[config.mk]
export PLATFORM = sky130hd
export DESIGN_NAME = ifu_prefetch
export DESIGN_NICKNAME = d
export VERILOG_FILES = /design/src/rtl/ifu_pkg.sv /design/src/rtl/ifu_fifo.sv /design/src/rtl/ifu_prefetch.sv
export SDC_FILE = /design/constraint.sdc
export NUM_CORES = 1
export LEC_CHECK = 0
export BUFFER_PORTS_ARGS = -buffer_cell sky130_fd_sc_hd__buf_2
export CAP_MARGIN = 20
export CELL_PAD_IN_SITES_DETAIL_PLACEMENT = 0
export CELL_PAD_IN_SITES_GLOBAL_PLACEMENT = 1
export CORE_ASPECT_RATIO = 0.7
export CORE_MARGIN = 5
export CORE_UTILIZATION = 30
export DETAILED_ROUTE_END_ITERATION = 7
export PLACE_DENSITY_LB_ADDON = 0.1
export SYNTH_ARGS = -nofsm -noshare
export SYNTH_HDL_FRONTEND = slang
export SYNTH_HIERARCHICAL = 1
export SYNTH_SLANG_ARGS = --single-unit
[constraint.sdc]
create_clock -name clock -period 11.4 [get_ports clock]
set_input_delay 2.28 -clock clock [delete_from_list [all_inputs] [get_ports clock]]
set_output_delay 2.28 -clock clock [all_outputs]
set_load 0.01 [all_outputs]
[src/rtl/ifu_pkg.sv]
// Shared definitions for the instruction-fetch prefetch unit.
package ifu_pkg;

  // Default program-counter / address width.
  localparam int unsigned XLEN_DEFAULT = 32;

  // Every fetched instruction word is four bytes; PCs advance by this step.
  localparam int unsigned INST_BYTES = 4;

  // Width of one instruction word returned by the memory.
  localparam int unsigned INST_W = 32;

  // Fetch control: RUN when no flushed response is owed, DRAIN otherwise.
  typedef enum logic {
    RUN   = 1'b0,
    DRAIN = 1'b1
  } fetch_state_e;

  // Width of a counter that must hold every value from 0 up to depth.
  function automatic int unsigned cnt_width(input int unsigned depth);
    return $clog2(depth) + 1;
  endfunction

endpackage

[src/rtl/ifu_fifo.sv]
// Synchronous FIFO with single-cycle flush, used as the prefetch queue.
// Head data reads as zero while the queue is empty.
module ifu_fifo
  import ifu_pkg::*;
#(
  parameter int unsigned  WIDTH = 64,
  parameter int unsigned  DEPTH = 4,
  localparam int unsigned AW    = $clog2(DEPTH),
  localparam int unsigned CW    = cnt_width(DEPTH)
) (
  input  logic             clock,
  input  logic             reset,
  input  logic             flush,
  input  logic             push,
  input  logic [WIDTH-1:0] push_data,
  input  logic             pop,
  output logic [WIDTH-1:0] head_data,
  output logic [CW-1:0]    count
);

  logic [WIDTH-1:0] mem [DEPTH];
  logic [AW-1:0]    rd_ptr;
  logic [AW-1:0]    wr_ptr;
  logic             empty;
  logic             full;
  logic             do_push;
  logic             do_pop;

  assign empty   = (count == '0);
  assign full    = (count == CW'(DEPTH));
  // Flush takes priority over both push and pop.
  assign do_pop  = pop && !empty && !flush;
  // A full queue still accepts a push when the head leaves in the same cycle.
  assign do_push = push && !flush && (!full || do_pop);

  assign head_data = empty ? '0 : mem[rd_ptr];

  // Storage array write port.
  // NOTE: the data array is deliberately left without reset; only the pointers
  // and count are reset, and head_data is masked while empty, so stale
  // contents can never reach the outputs.
  always_ff @(posedge clock) begin
    if (do_push) begin
      mem[wr_ptr] <= push_data;
    end
  end

  // Pointer and occupancy bookkeeping; a flush empties the queue in one cycle.
  // NOTE: sequential state uses non-blocking assignments only, so every
  // register samples pre-edge values regardless of statement order.
  always_ff @(posedge clock or posedge reset) begin
    if (reset) begin
      rd_ptr <= '0;
      wr_ptr <= '0;
      count  <= '0;
    end else if (flush) begin
      rd_ptr <= '0;
      wr_ptr <= '0;
      count  <= '0;
    end else begin
      if (do_push) begin
        wr_ptr <= wr_ptr + 1'b1;
      end
      if (do_pop) begin
        rd_ptr <= rd_ptr + 1'b1;
      end
      case ({do_push, do_pop})
        2'b10:   count <= count + 1'b1;
        2'b01:   count <= count - 1'b1;
        default: count <= count;
      endcase
    end
  end

  // Writes into a full queue would lose data; the credit scheme upstream
  // guarantees this never happens.
  assert property (@(posedge clock) disable iff (reset)
                   !(push && !flush && full && !do_pop));

endmodule

[src/rtl/ifu_prefetch.sv]
// Instruction prefetch unit: issues sequential fetch requests under a credit
// limit, queues in-order responses with their PCs, and handles redirects by
// flushing the queue and discarding responses owed to abandoned requests.
module ifu_prefetch
  import ifu_pkg::*;
#(
  parameter int unsigned     XLEN     = XLEN_DEFAULT,
  parameter int unsigned     DEPTH    = 4,
  parameter logic [XLEN-1:0] RESET_PC = '0
) (
  input  logic              clock,
  input  logic              reset,
  input  logic              redirect_valid,
  input  logic [XLEN-1:0]   redirect_pc,
  output logic              mem_req_valid,
  input  logic              mem_req_ready,
  output logic [XLEN-1:0]   mem_req_addr,
  input  logic              mem_rsp_valid,
  input  logic [INST_W-1:0] mem_rsp_data,
  output logic              inst_valid,
  input  logic              inst_ready,
  output logic [INST_W-1:0] inst_code,
  output logic [XLEN-1:0]   inst_pc,
  output logic [XLEN-1:0]   fetch_pc
);

  localparam int unsigned     CW   = cnt_width(DEPTH);
  localparam int unsigned     SW   = CW + 2;
  localparam logic [XLEN-1:0] STEP = XLEN'(INST_BYTES);

  fetch_state_e state;

  logic [XLEN-1:0]        rsp_pc;
  logic [XLEN-1:0]        redirect_target;
  logic [CW-1:0]          q_count;
  logic [CW-1:0]          live_cnt;
  logic [CW-1:0]          drop_cnt;
  logic [CW-1:0]          live_nxt;
  logic [CW-1:0]          drop_nxt;
  logic [SW-1:0]          occupancy;
  logic                   credit_ok;
  logic                   req_fire;
  logic                   rsp_keep;
  logic                   rsp_drain;
  logic                   pop;
  logic [XLEN+INST_W-1:0] head_data;

  // Redirect targets are forced onto an instruction boundary.
  assign redirect_target = {redirect_pc[XLEN-1:2], 2'b00};

  // Queue slots already filled plus every response still in flight, whether it
  // will be kept or discarded, must leave room for one more request.
  assign occupancy = SW'(q_count) + SW'(live_cnt) + SW'(drop_cnt);
  assign credit_ok = (occupancy < SW'(DEPTH));

  // Depends only on state and redirect_valid, never on mem_req_ready.
  assign mem_req_valid = !reset && !redirect_valid && credit_ok;
  assign mem_req_addr  = fetch_pc;
  assign req_fire      = mem_req_valid && mem_req_ready;

  // A response is kept only when nothing is owed to a flushed request and no
  // redirect flushes it in the same cycle.
  assign rsp_keep  = mem_rsp_valid && !redirect_valid && (drop_cnt == '0);
  assign rsp_drain = mem_rsp_valid && !redirect_valid && (drop_cnt != '0);

  // A redirect in the same cycle as a consume wins: the head is flushed, not popped.
  assign pop        = inst_valid && inst_ready && !redirect_valid;
  assign inst_valid = (q_count != '0);

  ifu_fifo #(
    .WIDTH (XLEN + INST_W),
    .DEPTH (DEPTH)
  ) u_queue (
    .clock     (clock),
    .reset     (reset),
    .flush     (redirect_valid),
    .push      (rsp_keep),
    .push_data ({rsp_pc, mem_rsp_data}),
    .pop       (pop),
    .head_data (head_data),
    .count     (q_count)
  );

  assign {inst_pc, inst_code} = head_data;

  // Next values of the live and owed-response counters.
  // NOTE: every signal assigned here gets its default first, so no path can
  // leave it unassigned and infer a latch.
  always_comb begin
    live_nxt = live_cnt;
    drop_nxt = drop_cnt;
    if (redirect_valid) begin
      // Every live request becomes owed; a response arriving now settles one of them.
      live_nxt = '0;
      drop_nxt = drop_cnt + live_cnt;
      if (mem_rsp_valid && (drop_nxt != '0)) begin
        drop_nxt = drop_nxt - 1'b1;
      end
    end else begin
      if (req_fire) begin
        live_nxt = live_nxt + 1'b1;
      end
      if (rsp_keep) begin
        live_nxt = live_nxt - 1'b1;
      end
      if (rsp_drain) begin
        drop_nxt = drop_cnt - 1'b1;
      end
    end
  end

  // Request-side address: advances per accepted request, reloads on redirect.
  always_ff @(posedge clock or posedge reset) begin
    if (reset) begin
      fetch_pc <= RESET_PC;
    end else if (redirect_valid) begin
      fetch_pc <= redirect_target;
    end else if (req_fire) begin
      fetch_pc <= fetch_pc + STEP;
    end
  end

  // Response-side PC tag: follows the request stream one kept response at a time.
  always_ff @(posedge clock or posedge reset) begin
    if (reset) begin
      rsp_pc <= RESET_PC;
    end else if (redirect_valid) begin
      rsp_pc <= redirect_target;
    end else if (rsp_keep) begin
      rsp_pc <= rsp_pc + STEP;
    end
  end

  // Fetch FSM with its counters: DRAIN while flushed responses are still owed.
  always_ff @(posedge clock or posedge reset) begin
    if (reset) begin
      state    <= RUN;
      live_cnt <= '0;
      drop_cnt <= '0;
    end else begin
      live_cnt <= live_nxt;
      drop_cnt <= drop_nxt;
      case (state)
        RUN: begin
          if (redirect_valid && (drop_nxt != '0)) begin
            state <= DRAIN;
          end
        end
        DRAIN: begin
          if (drop_nxt == '0) begin
            state <= RUN;
          end
        end
        default: state <= RUN;
      endcase
    end
  end

  // The state flag and the owed-response counter always agree.
  assert property (@(posedge clock) disable iff (reset)
                   (state == DRAIN) == (drop_cnt != '0));

endmodule

; Word level (Yosys, flattened, before mapping)
; Memories as Yosys holds them, arrays and structs flattened.
; Cells that the tools add are included.
[word_totals]
regBits = 77
latchBits = 0
ram_bits = 256
romBits = 0
output_inout_bits = 130
wordCells = 74
mem_count = 1
[memory_table]
columns = name, words, word_bits, rd, rd_clocked_by_memory_dff, wr, line_no
row1 = u_queue.mem, 4, 64, 1, 0, 1, ifu_fifo.sv:21  ; logic [WIDTH-1:0] mem [DEPTH];
[classes]
n_addsub = 13
mul = 0
div_mod_pow = 0
n_lt_le_gt_ge = 1
eq_ne = 3
shifts = 0
muxes = 20
bitwise_logic = 0
n_reduce_logical = 29
[ops]
columns = cell, n
row1 = $mux 32, 4
row2 = $add 32x3->32 const B, 2
row3 = $mux 64, 1
row4 = $mux 3, 8
row5 = $logic_and 1x1->1, 13
row6 = $reduce_bool 3->1, 4
row7 = $sub 3x1->3 const B, 4
row8 = $reduce_bool 2->1, 5
row9 = $mux 2, 4
row10 = $add 3x1->3 const B, 2
row11 = $logic_not 3->1, 2
row12 = $pmux 3 s2, 1
row13 = $add 4x3->5, 1
row14 = $lt 5x3->1 const B, 1
row15 = $add 2x1->2 const B, 2
row16 = $add 3x3->4, 1
row17 = $logic_not 1->1, 4
row18 = $add 3x3->3, 1
row19 = $eq 3x3->1 const B, 1
row20 = $eq 2x1->1 const B, 1
row21 = $eq 2x2->1 const B, 1
row22 = $mux 1, 2
row23 = $logic_or 1x1->1, 1

; Logic depth before layout (Yosys ltp)
; Gate-level depths: netlist of run 1.
[logic_depth]
ltp_word = 10
mapped_depth = 14
depth_no_buf = 13

; Modules after synthesis
; The synthesis of run 1 kept the hierarchy.
[modules_own_cells]
columns = module, n_inst, cells_per_inst, area_each_um2, seq_area_each_um2
row1 = ifu_fifo, 1, 464, 10223.6, 7862.5
row2 = ifu_prefetch, 1, 481, 4436.8, 1651.6

; Worst setup path after synthesis of run 1
; Ideal clock, no wire load.
[synth_path]
path_type = in2reg
startpoint = input port redirect_valid
endpoint = memory u_queue.mem[0][0], enable pin
setup_time_ps = 429
t_arrival_ps = 5026
required_ps = 10971
slack_ps = 5946
cell_stages = 8
path_cell_list = buf_6 clkinv_1 clkbuf_1 and3_1 buf_4 inv_1 a311oi_4 and2_1
[synth_between]
elab_chain_len = 8
elab_cells_between_ends = 11
cone_classes = mux (2) / reduce/logical (9)
[synth_rtl]
columns = element, line_no
row1 = "start, declared", ifu_prefetch.sv:13  ; input logic redirect_valid,
row2 = $logic_not 1->1, ifu_prefetch.sv:67  ; assign pop = inst_valid && inst_ready && !redirect_valid;
row3 = $logic_and 1x1->1, ifu_prefetch.sv:67
row4 = via pop, ifu_prefetch.sv:45  ; logic pop;
row5 = $logic_and 1x1->1 (2 in series), ifu_fifo.sv:32  ; assign do_pop = pop && !empty && !flush;
row6 = $logic_or 1x1->1, ifu_fifo.sv:34  ; assign do_push = push && !flush && (!full || do_pop);
row7 = $logic_and 1x1->1, ifu_fifo.sv:34
row8 = $mux 1, ifu_fifo.sv:43  ; if (do_push) begin
row9 = $mux 1 (not written as such), ifu_fifo.sv:44  ; mem[wr_ptr] <= push_data;
row10 = "end, declared", ifu_fifo.sv:21
; The timed path passes the listed nets, and every way through them passes these cells.

; Worst setup path after layout of run 1
[layout_path]
startpoint = input port redirect_valid
endpoint = output port mem_req_valid
[layout_between]
elab_chain_len = 3
[layout_rtl]
columns = element, line_no
row1 = $logic_not 1->1, ifu_prefetch.sv:57  ; assign mem_req_valid = !reset && !redirect_valid && credit_ok;
row2 = $logic_and 1x1->1 (2 in series), ifu_prefetch.sv:57
row3 = "end, declared", ifu_prefetch.sv:15  ; output logic mem_req_valid,
; Every way passes these cells.

==> summary.md, run 1 <==
| Metric | Value |
|---|---|
| Gpl congestion | `0.7154` |
| Post-synth ARST share | `0.2219` |
| Final nets | `1219` |
| Slowest stage cell, crit path | `buf_4` |
| WL/cell | `21.04 um` |
| First-pass GRT wire length | `58310 um` |
| Pin count of the biggest net entering global routing | `65` |
| H-tree depth | `2` |
| Post-Syn Area | `0.01466 mm2` |
| Via count | `8540` |
| Drt drc | `0` |
| Ys Warns | `6` |
| Initial Util | `0.3047` |
| CTS max path bufs | `3` |
| Slew HR | `0.2975` |
| # rows | `67` |
| Arr. time, crit path | `3480 ps` |
| Hold path start | `u_queue/wr_ptr[0]` |
| TritonCTS buffer count | `38` |
| Final worst setup slack | `5641 ps` |
| Peak VDD IR | `100.6 uV` |
| Final setup viols | `0` |
| CP Launch Point | `redirect_valid` |
| Yosys cell types | `66` |
| Seq cells post-synth | `329` |
| Initial antenna violation count | `0` |
| Final hold slack | `565.7 ps` |
| Cell Area, Placed | `0.01612 mm2` |
| Setup CP Type | `input port to output pin` |
| Max Slew Vio Count | `0` |
| EDFF count, synth | `256` |
| Highest cell delay on the worst timing path | `460 ps` |
| Seq. cell area | `0.009522 mm2` |
| Area grow syn2layout | `18.84%` |
| Final Cell Area | `0.01742 mm2` |
| Critical Path Start Type | `input port` |
| CP required | `9120 ps` |
| Clock slew at reported path FFs | `70 ps` |
| Clk_skew | `19.23 ps` |
| Synth top area share | `0.5244` |
| Fin util | `0.3621` |
| Fin crit share | `0.5052` |
| Max cap viols | `0` |
| Via-to-Cell Ratio | `4.713` |
| DRT iter0 DRCs | `382` |
| CP max FO | `40` |
| Vias in the first global route | `8977` |
| R2R Path Start | `u_queue/count[1]` |
| Register-to-Register Path Depth | `13` |
| Ant diodes | `0` |
| Crit path time final | `5759 ps` |
| Hold-fix buffers at CTS | `0` |
| Crit path cell chain | `buf_2 > buf_4 > buf_4 > nor3_1 > buf_2` |
| End of the worst register-to-register path | `live_cnt[2]` |
| Routed Antenna Nets | `0` |
| Leading area contributor after synthesis | `edfxtp_1` |
| Final TNS setup | `0 ps` |
| Hold EP | `u_queue/wr_ptr[0]` |
| Final hold vios | `0` |
| Top Ports | `200` |
| Synthesized area per cell | `15.51 um2` |
| Most numerous cell in the Yosys netlist | `edfxtp_1` |
| # port buffers | `193` |
| Pre-CTS setup slack | `5601 ps` |
| Min-Delay Path Class | `flop to flop` |
| Die Area | `0.05346 mm2` |
| Power per cell area | `174.0 mW/mm2` |
| Pre-antenna DRT Iters | `4` |
| Clock sink total | `329` |
| Area of the core | `0.04812 mm2` |
| R2R Setup Slk | `7240 ps` |
| Clk Latency, worst-skew pair | `530 ps` |
| Worst-margin pin slew | `1054 ps` |
| Max Fclk | `173.6 MHz` |
| Leakage | `6.296 nW` |
| HPWL after DPL | `24020 um` |
| RSZ-0062 raised after global routing | `false` |
| Hold path cells | `1` |
| Post_cts resized | `0` |
| GRT overflow | `0` |
| Post-Syn Instances | `945` |
| Post-synthesis sequential area ratio | `0.6490` |
| Commonest register cell after synthesis | `edfxtp_1` |
| Detailed Route WL | `38130 um` |
| Root buffer cell | `clkbuf_16` |
| CTS tree | `built` |
| GRT Total Usage | `0.1413` |
| Area contributors post-synth | `edfxtp_1 (52%), dfrtp_1 (12%), mux4_2 (9.8%), nor2b_1 (2.7%), buf_4 (1.9%)` |
| # Post-CTS Setup Buffers | `0` |
| List of most frequent post-synthesis cells | `edfxtp_1 (256), dfrtp_1 (73), mux4_2 (64), nor2b_1 (64), nand2_1 (54)` |
| Status | `finished, final reports clean` |
| FILL cells | `4670` |
| Die X | `274.2 um` |
| Die Y | `195.0 um` |
| Share of post-route cells with drive strength above 1 | `0.3068` |
| CP Capture Type | `output pin` |
| Multi-input gate area | `0.004614 mm2` |
kinds of logic after synthesis:
family	Yosys count	share of synthesized area
AO/OA/AOI/OAI	84	0.04208
XOR/XNOR	51	0.03141
adder cells (fa/ha/maj)	20	0.01963
buffers and inverters	102	0.03977
flip-flops	329	0.6490
multiplexers	84	0.1131
other	1	0.0002558
AND/OR/NAND/NOR	274	0.1048
routing by layer:
metal,GRT usage,wire length [um],vias to the layer above
li1,-,-,3943
met1,0.2114,18510,4411
met2,0.2164,17430,141
met3,0.02699,1639,45
met4,0.02689,552,0
met5,0,0,-
worst max-delay path, delay by kind of cell:
kind,cells,cell delay [ps]
buf+inv,4,1050
simple gates,1,110
registers in the layout, indices dropped and copies added, names as in the netlist:
register        flops
u_queue/count       3
u_queue/mem       256
live_cnt            3
drop_cnt            3
u_queue/wr_ptr      2
u_queue/rd_ptr      2
fetch_pc           30
rsp_pc             30
how the worst max path moves through the flow:
stage                                    to  cells past startpoint  slack, ps
final                         mem_req_valid                      5       5640
after global placement        mem_req_valid                      5       5610
after CTS                     mem_req_valid                      5       5600
after floorplan           u_queue/mem[0][0]                      8       5950
after detailed placement      mem_req_valid                      5       5600
after global routing          mem_req_valid                      9       5470
power by group:
group	total [mW]	internal (mW)	switching, mW
clock network	1.25	0.768	0.487
registers	1.42	1.35	0.0674
logic	0.356	0.147	0.209
placed cells by master (no fill, tap or decap), types with 12 or more instances in the layout:
master,Yosys,layout
edfxtp_1,256,256
buf_2,10,195
dfrtp_1,73,71
mux4_2,64,64
nor2b_1,64,64
nand2_1,54,54
clkbuf_16,0,41
xor2_1,27,27
nor2_1,26,26
nand4_1,24,24
inv_1,25,24
xnor2_1,23,23
nand3_1,22,22
o21ai_0,20,20
and3_1,16,16
ha_1,15,15
nor3_1,13,13
buf_4,38,13
mux2_2,12,12
conb_1,1,12
area by class of cell:
class | count | share of cell area
Clock buffer | 52 | 0.06126
Clock inverter | 16 | 0.01156
Inverter | 26 | 0.005601
Multi-Input combinational cell | 525 | 0.2648
Sequential cell | 329 | 0.5465
Tap cell | 655 | 0.04704
Timing Repair Buffer | 209 | 0.06320
through the flow:
step | std cells | total power [mW]
after global placement | 1741 | 1.807
after CTS | 1809 | 3.089
after detailed placement | 1741 | 1.808
after global routing | 1812 | 3.191
final | 1812 | 3.031
after floorplan | 956 | 1.682
Note: power is estimated with default switching activity, not from simulation.
==> inputs of run 2 (changes only) <==
==> constraint.sdc (replaced) <==
create_clock -name clock -period 5.65 [get_ports clock]
set_input_delay 1.13 -clock clock [delete_from_list [all_inputs] [get_ports clock]]
set_output_delay 1.13 -clock clock [all_outputs]
set_load 0.01 [all_outputs]
==> run 2 against run 1 <==
Hold slack got worse by 15 ps. Critical path type is now flop to output pin. Sequential cell count unchanged. Setup slack got worse by 4500 ps. Core utilization decreased by 0.28 points. Clock skew decreased by 8.2 ps. Sequential share of layout area increased by 0.43 points. Non-clock buffer count increased by 1. Critical endpoint unchanged. First-iteration DRC count increased by 14%. Largest cell class unchanged. Combinational power increased by 100%.
==> summary.md, run 2 (synthesis results as in run 1) <==
| Metric | Value |
|---|---|
| CTS tree | `built` |
| Highest cell delay on the worst timing path | `610 ps (+150 ps)` |
| Share of post-route cells with drive strength above 1 | `0.3016 (-0.005268)` |
| CP max FO | `10 (-75%)` |
| GRT Total Usage | `0.1408 (-0.0005372)` |
| Most frequent cells in the layout | `edfxtp_1 (256), buf_2 (193), dfrtp_1 (71), mux4_2 (64), nor2b_1 (64)` |
| Die Area | `0.05346 mm2 (unchanged)` |
| Clk_skew | `11.02 ps (-8.212 ps)` |
| Via-to-Cell Ratio | `4.726 (+0.27%)` |
| CTS max path bufs | `3 (unchanged)` |
| GRT overflow | `0 (unchanged)` |
| DRT iter0 DRCs | `437 (+14%)` |
| H-tree depth | `2 (unchanged)` |
| Leakage | `6.218 nW (-1.2%)` |
| Post_cts resized | `0 (unchanged)` |
| Largest register FFs | `256 (unchanged)` |
| Root buffer cell | `clkbuf_16` |
| Crit path time final | `4548 ps` |
| Final nets | `1218 (-0.082%)` |
| WL/cell | `20.99 um (-0.27%)` |
| Die Y | `195.0 um (unchanged)` |
| Crit path cell chain | `inv_1 > fa_1 > nor2_1 > fa_1 > or3b_1 > a21oi_1 > nand2_1 > nor3_1 > buf_2` |
| HPWL after DPL | `24080 um (+0.25%)` |
| Min-Delay Path Class | `flop to flop` |
| TritonCTS buffer count | `36 (-5.3%)` |
| Drt drc | `0 (unchanged)` |
| Pin count of the biggest net entering global routing | `65 (unchanged)` |
| GRT Max-Usage Layer | `met2` |
| Fin crit share | `0.8050` |
| # port buffers | `193 (unchanged)` |
| M3 GR Usage | `0.02441 (-0.002588)` |
| Pre-antenna DRT Iters | `5 (+1)` |
| Clk Latency, worst-skew pair | `520 ps (about the same)` |
| Worst path most repeated cell | `fa_1` |
| Detailed Route WL | `37990 um (-0.38%)` |
| Hold-fix buffers at CTS | `0 (unchanged)` |
| # rows | `67 (unchanged)` |
| Most common cell after layout, fill and taps aside | `edfxtp_1` |
| Peak VDD IR | `210.9 uV (+110%)` |
| Arr. time, crit path | `3420 ps (-60 ps)` |
| Met2 Use GR | `0.2245 (+0.008121)` |
| Worst-margin pin slew | `1065 ps (+11.35 ps)` |
| Max Slew Vio Count | `0 (unchanged)` |
| First-pass GRT wire length | `58280 um (about the same)` |
| Gpl congestion | `0.7329 (+2.4%)` |
| Slowest stage cell, crit path | `dfrtp_1` |
| Setup CP Type | `flop to output pin` |
| Area of the core | `0.04812 mm2 (unchanged)` |
| Register name with the most flops | `u_queue/mem` |
| Max cap viols | `0 (unchanged)` |
| Power per cell area | `336.0 mW/mm2 (+93%)` |
| CP Capture Type | `output pin` |
| Largest regs | `u_queue/mem (256), fetch_pc (30), rsp_pc (30)` |
| Vias in the first global route | `8967 (-0.11%)` |
| Final hold slack | `550.9 ps (-14.84 ps)` |
| Routed Antenna Nets | `0 (unchanged)` |
| Die X | `274.2 um (unchanged)` |
| Initial Util | `0.3047 (unchanged)` |
| Slew HR | `0.2834 (-0.01411)` |
| RSZ-0062 raised after global routing | `false` |
| Via count | `8554 (+0.16%)` |
| CP required | `4520 ps (-4600 ps)` |
| Max Fclk | `219.9 MHz` |
| Final TNS setup | `0 ps (unchanged)` |
| Initial antenna violation count | `1 (+1)` |
| Status | `finished, final reports clean` |
| Clock slew at reported path FFs | `60 ps (about the same)` |
| Met1 usage | `0.2049 (-0.006520)` |
| Clock sink total | `329 (unchanged)` |
| Critical Path Start Type | `flop` |
| # Post-CTS Setup Buffers | `0 (unchanged)` |
| Final setup viols | `0 (unchanged)` |
| Final hold vios | `0 (unchanged)` |
| Top Ports | `200 (unchanged)` |
| Area grow syn2layout | `17.91%` |
run 2: cell count changes in the layout (fill, tap and decap cells not counted), sizes merged:
cell,change
bufinv,-4
clkinv,+3
buf,-1
clkinvlp,-1
diode,+1
run 2: worst max-delay path: cells and delay by family, from the launching register on:
kind | cells | cell delay, ps
simple gates | 4 | 980
buf+inv | 2 | 300
fa+ha+maj | 2 | 740
compound gates | 1 | 280
flops | 1 | 610
run 2: final timing paths:
kind                                   start                 to  slack (ps)  cells after the start
max in group asynchronous              reset       fetch_pc[12]        3890                      4
setup reg to reg            u_queue/count[1]       fetch_pc[26]        1830                      9
setup / recovery            u_queue/count[1]      mem_req_valid        1100                      9
hold reg to reg            u_queue/wr_ptr[0]  u_queue/wr_ptr[0]         550                      1
min in group asynchronous              reset   u_queue/count[1]         660                      2
hold / removal             u_queue/wr_ptr[0]  u_queue/wr_ptr[0]         550                      1
run 2: per-layer routing:
| metal | share of wire | vias up |
|---|---|---|
| met5 | 0.00034 | - |
| met4 | 0.013 | 2 |
| met3 | 0.035 | 37 |
| met2 | 0.47 | 135 |
| met1 | 0.48 | 4437 |
| li1 | - | 3943 |
run 2: per-stage QoR:
stage / worst slack (ps) / instance area [um2] / cells / util / total power, mW
floorplan: 1346 / 14700 / 956 / - / 3.394
global placement: 1634 / 16180 / 1743 / 0.3363 / 3.644
detailed placement: 1573 / 16180 / 1743 / 0.3363 / 3.645
CTS: 1072 / 17270 / 1807 / 0.3590 / 5.918
global route: 813.5 / 17280 / 1809 / 0.3592 / 6.122
finish: 1102 / 17290 / 1810 / 0.3592 / 5.808
run 2: layout make-up:
class | count | area, um2
fill | 4728 | 30830
sequential | 329 | 9522
multi-input combinational | 525 | 4614
timing repair buffer | 210 | 1139
clock buffer | 50 | 996.0
tap | 655 | 819.5
inverter | 26 | 97.59
clock inverter | 14 | 96.34
antenna | 1 | 2.502
run 2: power by group:
group          leakage [nW]  switching (mW)  internal, mW
Clock                 0.532           0.947          1.28
Sequential             3.19           0.135          2.73
Combinational          2.50           0.419         0.300
==> inputs of run 3 (changes only) <==
--- a/config.mk
+++ b/config.mk
@@ -5,6 +5,7 @@
 export SDC_FILE = /design/constraint.sdc
 export NUM_CORES = 1
 export LEC_CHECK = 0
+export ABC_AREA = 1
 export BUFFER_PORTS_ARGS = -buffer_cell sky130_fd_sc_hd__buf_2
 export CAP_MARGIN = 20
 export CELL_PAD_IN_SITES_DETAIL_PLACEMENT = 0
==> constraint.sdc (replaced) <==
create_clock -name clock -period 4.4 [get_ports clock]
set_input_delay 0.88 -clock clock [delete_from_list [all_inputs] [get_ports clock]]
set_output_delay 0.88 -clock clock [all_outputs]
set_load 0.01 [all_outputs]
==> run 3 against run 2 <==
Power grew 51%. Sequential share of layout area shrank 3.5 points. Hold slack lost 280 ps. Setup slack lost 330 ps. Non-clock buffer count grew 6. Cell count grew 41%. Synthesized cell count grew 77%. Die area grew 7.4%. Synthesized area grew 7.8%. Sequential cell count is the same. Core utilization shrank 0.60 points.
==> summary.md, run 3 <==
| Metric | Value |
|---|---|
| Post-synthesis sequential area ratio | `0.6022 (-0.04682)` |
| Final hold slack | `273.4 ps (-277.5 ps)` |
| Crit path time final | `3629 ps` |
| Post_cts resized | `0 (unchanged)` |
| Seq cells post-synth | `329 (unchanged)` |
| Fin crit share | `0.8248` |
| Ys Warns | `6 (unchanged)` |
| Peak VDD IR | `236.6 uV (+12%)` |
| Synth Area in XOR/XNOR | `0.009424 (-0.02198)` |
| CTS tree | `built` |
| Tot Pwr | `8.751 mW (+51%)` |
| Setup CP Type | `flop to output pin` |
| Power per cell area | `474.6 mW/mm2 (+41%)` |
| Via-to-Cell Ratio | `4.566 (-3.4%)` |
| Largest regs | `u_queue/mem (256), fetch_pc (30), rsp_pc (30)` |
| CP required | `3520 ps (-1000 ps)` |
| Post-synthesis simple-gate area fraction | `0.2184 (+0.1136)` |
| Final setup viols | `0 (unchanged)` |
| Slowest stage cell, crit path | `buf_4` |
| FILL cells | `5382 (+14%)` |
| Most frequent cells in the layout | `nor2_1 (353), nand2_1 (351), edfxtp_1 (256), buf_2 (193), inv_1 (104)` |
| Max cap viols | `0 (unchanged)` |
| Initial antenna violation count | `1 (unchanged)` |
| List of most frequent post-synthesis cells | `nor2_1 (357), nand2_1 (351), edfxtp_1 (256), inv_1 (106), o21ai_0 (91)` |
| Hold-fix buffers at CTS | `0 (unchanged)` |
| Die Area | `0.05743 mm2 (+7.4%)` |
| Gpl congestion | `0.7851 (+7.1%)` |
| Post-Syn Instances | `1677 (+77%)` |
| Commonest register cell after synthesis | `edfxtp_1` |
| Post-Syn Area | `0.01580 mm2 (+7.8%)` |
| Slew HR | `0.3477 (+0.06438)` |
| Crit path cell chain | `buf_4 > nor2_1 > nor2_1 > o21ai_1 > a21oi_1 > buf_2` |
| Drt drc | `0 (unchanged)` |
| RSZ-0062 raised after global routing | `false` |
| Clk_skew | `18.46 ps (+7.445 ps)` |
| Worst-margin pin slew | `978.4 ps (-86.74 ps)` |
| Yosys cell types | `41 (-38%)` |
| Die X | `284.3 um (+3.7%)` |
| Top Ports | `200 (unchanged)` |
| EDFF count, synth | `256 (unchanged)` |
| DRT iter0 DRCs | `747 (+71%)` |
| Final nets | `1932 (+59%)` |
| GRT overflow | `0 (unchanged)` |
| Ant diodes | `0 (-1)` |
| Vias in the first global route | `11220 (+25%)` |
| Die Y | `202.0 um (+3.6%)` |
| Synth Area in Adders | `0.01821 (-0.001416)` |
| Initial Util | `0.3027 (-0.001985)` |
| Clock slew at reported path FFs | `60 ps (about the same)` |
| Highest cell delay on the worst timing path | `640 ps (+30 ps)` |
| TritonCTS buffer count | `37 (+2.8%)` |
| Root buffer cell | `clkbuf_16` |
| Leading area contributor after synthesis | `edfxtp_1` |
| WL/cell | `18.29 um (-13%)` |
| Multi-input gate area | `0.005202 mm2 (+13%)` |
| CTS max path bufs | `3 (unchanged)` |
| # port buffers | `193 (unchanged)` |
| Final hold vios | `0 (unchanged)` |
| H-tree depth | `2 (unchanged)` |
| Synth top area share | `0.4865 (-0.03783)` |
| Post-synth ARST share | `0.2219 (unchanged)` |
| Area of the core | `0.05220 mm2 (+8.5%)` |
| Share of post-route cells with drive strength above 1 | `0.1648 (-0.1368)` |
| Largest register FFs | `256 (unchanged)` |
| Worst path most repeated cell | `nor2_1` |
| Post-synthesis mux area share | `0 (-0.1131)` |
| Most numerous cell in the Yosys netlist | `nor2_1` |
| # rows | `70 (+4.5%)` |
| Synth Area in Compound Gates | `0.07848 (+0.03640)` |
| CP max FO | `58 (+48)` |
| Status | `finished, final reports clean` |
| Pin count of the biggest net entering global routing | `65 (unchanged)` |
| Max Slew Vio Count | `0 (unchanged)` |
| HPWL after DPL | `30240 um (+26%)` |
| CP Capture Type | `output pin` |
| Clock sink total | `329 (unchanged)` |
| Min-Delay Path Class | `input port to async pin` |
| Largest family of logic cells by synthesized area | `simple AND/OR/NAND/NOR gates` |
| Most common cell after layout, fill and taps aside | `nor2_1` |
| # Post-CTS Setup Buffers | `0 (unchanged)` |
| Arr. time, crit path | `2750 ps (-670 ps)` |
| Detailed Route WL | `46690 um (+23%)` |
| Seq. cell area | `0.009519 mm2 (about the same)` |
| Area contributors post-synth | `edfxtp_1 (49%), dfrtp_1 (12%), nor2_1 (8.5%), nand2_1 (8.3%), o21ai_0 (2.9%)` |
| Leakage | `7.473 nW (+20%)` |
| Clk Latency, worst-skew pair | `540 ps (+20 ps)` |
| Max Fclk | `275.6 MHz` |
| Synthesized area per cell | `9.422 um2 (-39%)` |
| First-pass GRT wire length | `70840 um (+22%)` |
| Critical Path Start Type | `flop` |
| Via count | `11660 (+36%)` |
| Area grow syn2layout | `16.69%` |
| Fin util | `0.3532 (-0.006037)` |
| Pre-antenna DRT Iters | `6 (+1)` |
| Placed cell count | `2487 (+43%)` |
| Register name with the most flops | `u_queue/mem` |
| GRT Total Usage | `0.1583 (+0.01755)` |
| Non-Filler Instances | `2553 (+41%)` |
| Routed Antenna Nets | `0 (unchanged)` |
-- run 3: changes by cell type after synthesis, moves of 65 or more --
| cell | before | now |
|---|---|---|
| nor2_1 | 26 | 357 |
| a21oi_1 | 10 | 76 |
| o21ai_0 | 20 | 91 |
| o21ai_1 | 0 | 65 |
| inv_1 | 25 | 106 |
| nand2_1 | 54 | 351 |
-- run 3: cell families (layout without fill, tap and decap cells) --
logic type / after synthesis / after routing
other: 1 / 12
xor gates and xnor gates: 17 / 17
and+or+nand+nor: 844 / 844
AOI/OAI and AO/OA: 242 / 242
DFF: 329 / 329
adders and majority gates: 20 / 20
buffers and inverters: 224 / 405
-- run 3: cell type report --
class,count,share of cell area
Clock buffer,46,0.05205
Inverter,123,0.02518
Tap cell,684,0.04642
Clock inverter,20,0.01208
Sequential cell,329,0.5163
Timing Repair Buffer,216,0.06582
Multi-Input combinational cell,1135,0.2822
-- run 3: where the power goes --
| group | total, mW | internal, mW | switching [mW] |
|---|---|---|---|
| logic | 1.80 | 0.632 | 1.17 |
| registers | 3.87 | 3.57 | 0.300 |
| clock network | 3.08 | 1.80 | 1.28 |
-- run 3: stage by stage --
stage / setup TNS [ps] / setup WS, ps / instance area (um2)
after global routing: 0 / 550.6 / 18440
after CTS: 0 / 712.0 / 18440
after global placement: 0 / 1253 / 17260
final: 0 / 771.0 / 18440
after detailed placement: 0 / 1268 / 17260
after floorplan: -185800 / -725.8 / 15840
-- run 3: path summary, 6_finish.rpt --
check	from	end	slack (ps)	cells past startpoint
min	reset	fetch_pc[20]	270	2
min in group clock	mem_rsp_data[21]	u_queue/mem[2][21]	560	1
max	u_queue/rd_ptr[0]	inst_pc[20]	770	6
min reg2reg	fetch_pc[2]	fetch_pc[2]	570	2
max reg2reg	u_queue/count[1]	live_cnt[2]	1240	18
max in group asynchronous	reset	fetch_pc[4]	3370	3
-- run 3: critical path: cells and delay by family, from the launching register on --
kind,cells,cell delay (ps)
flops,1,620
buf+inv,2,860
simple gates,2,220
compound gates,2,480
-- run 3: routing by layer --
layer	track usage	vias up	share of wire
li1	-	5839	-
met1	0.2373	5591	0.50
met2	0.2425	176	0.44
met3	0.02728	51	0.040
met4	0.03075	0	0.015
met5	0	-	0
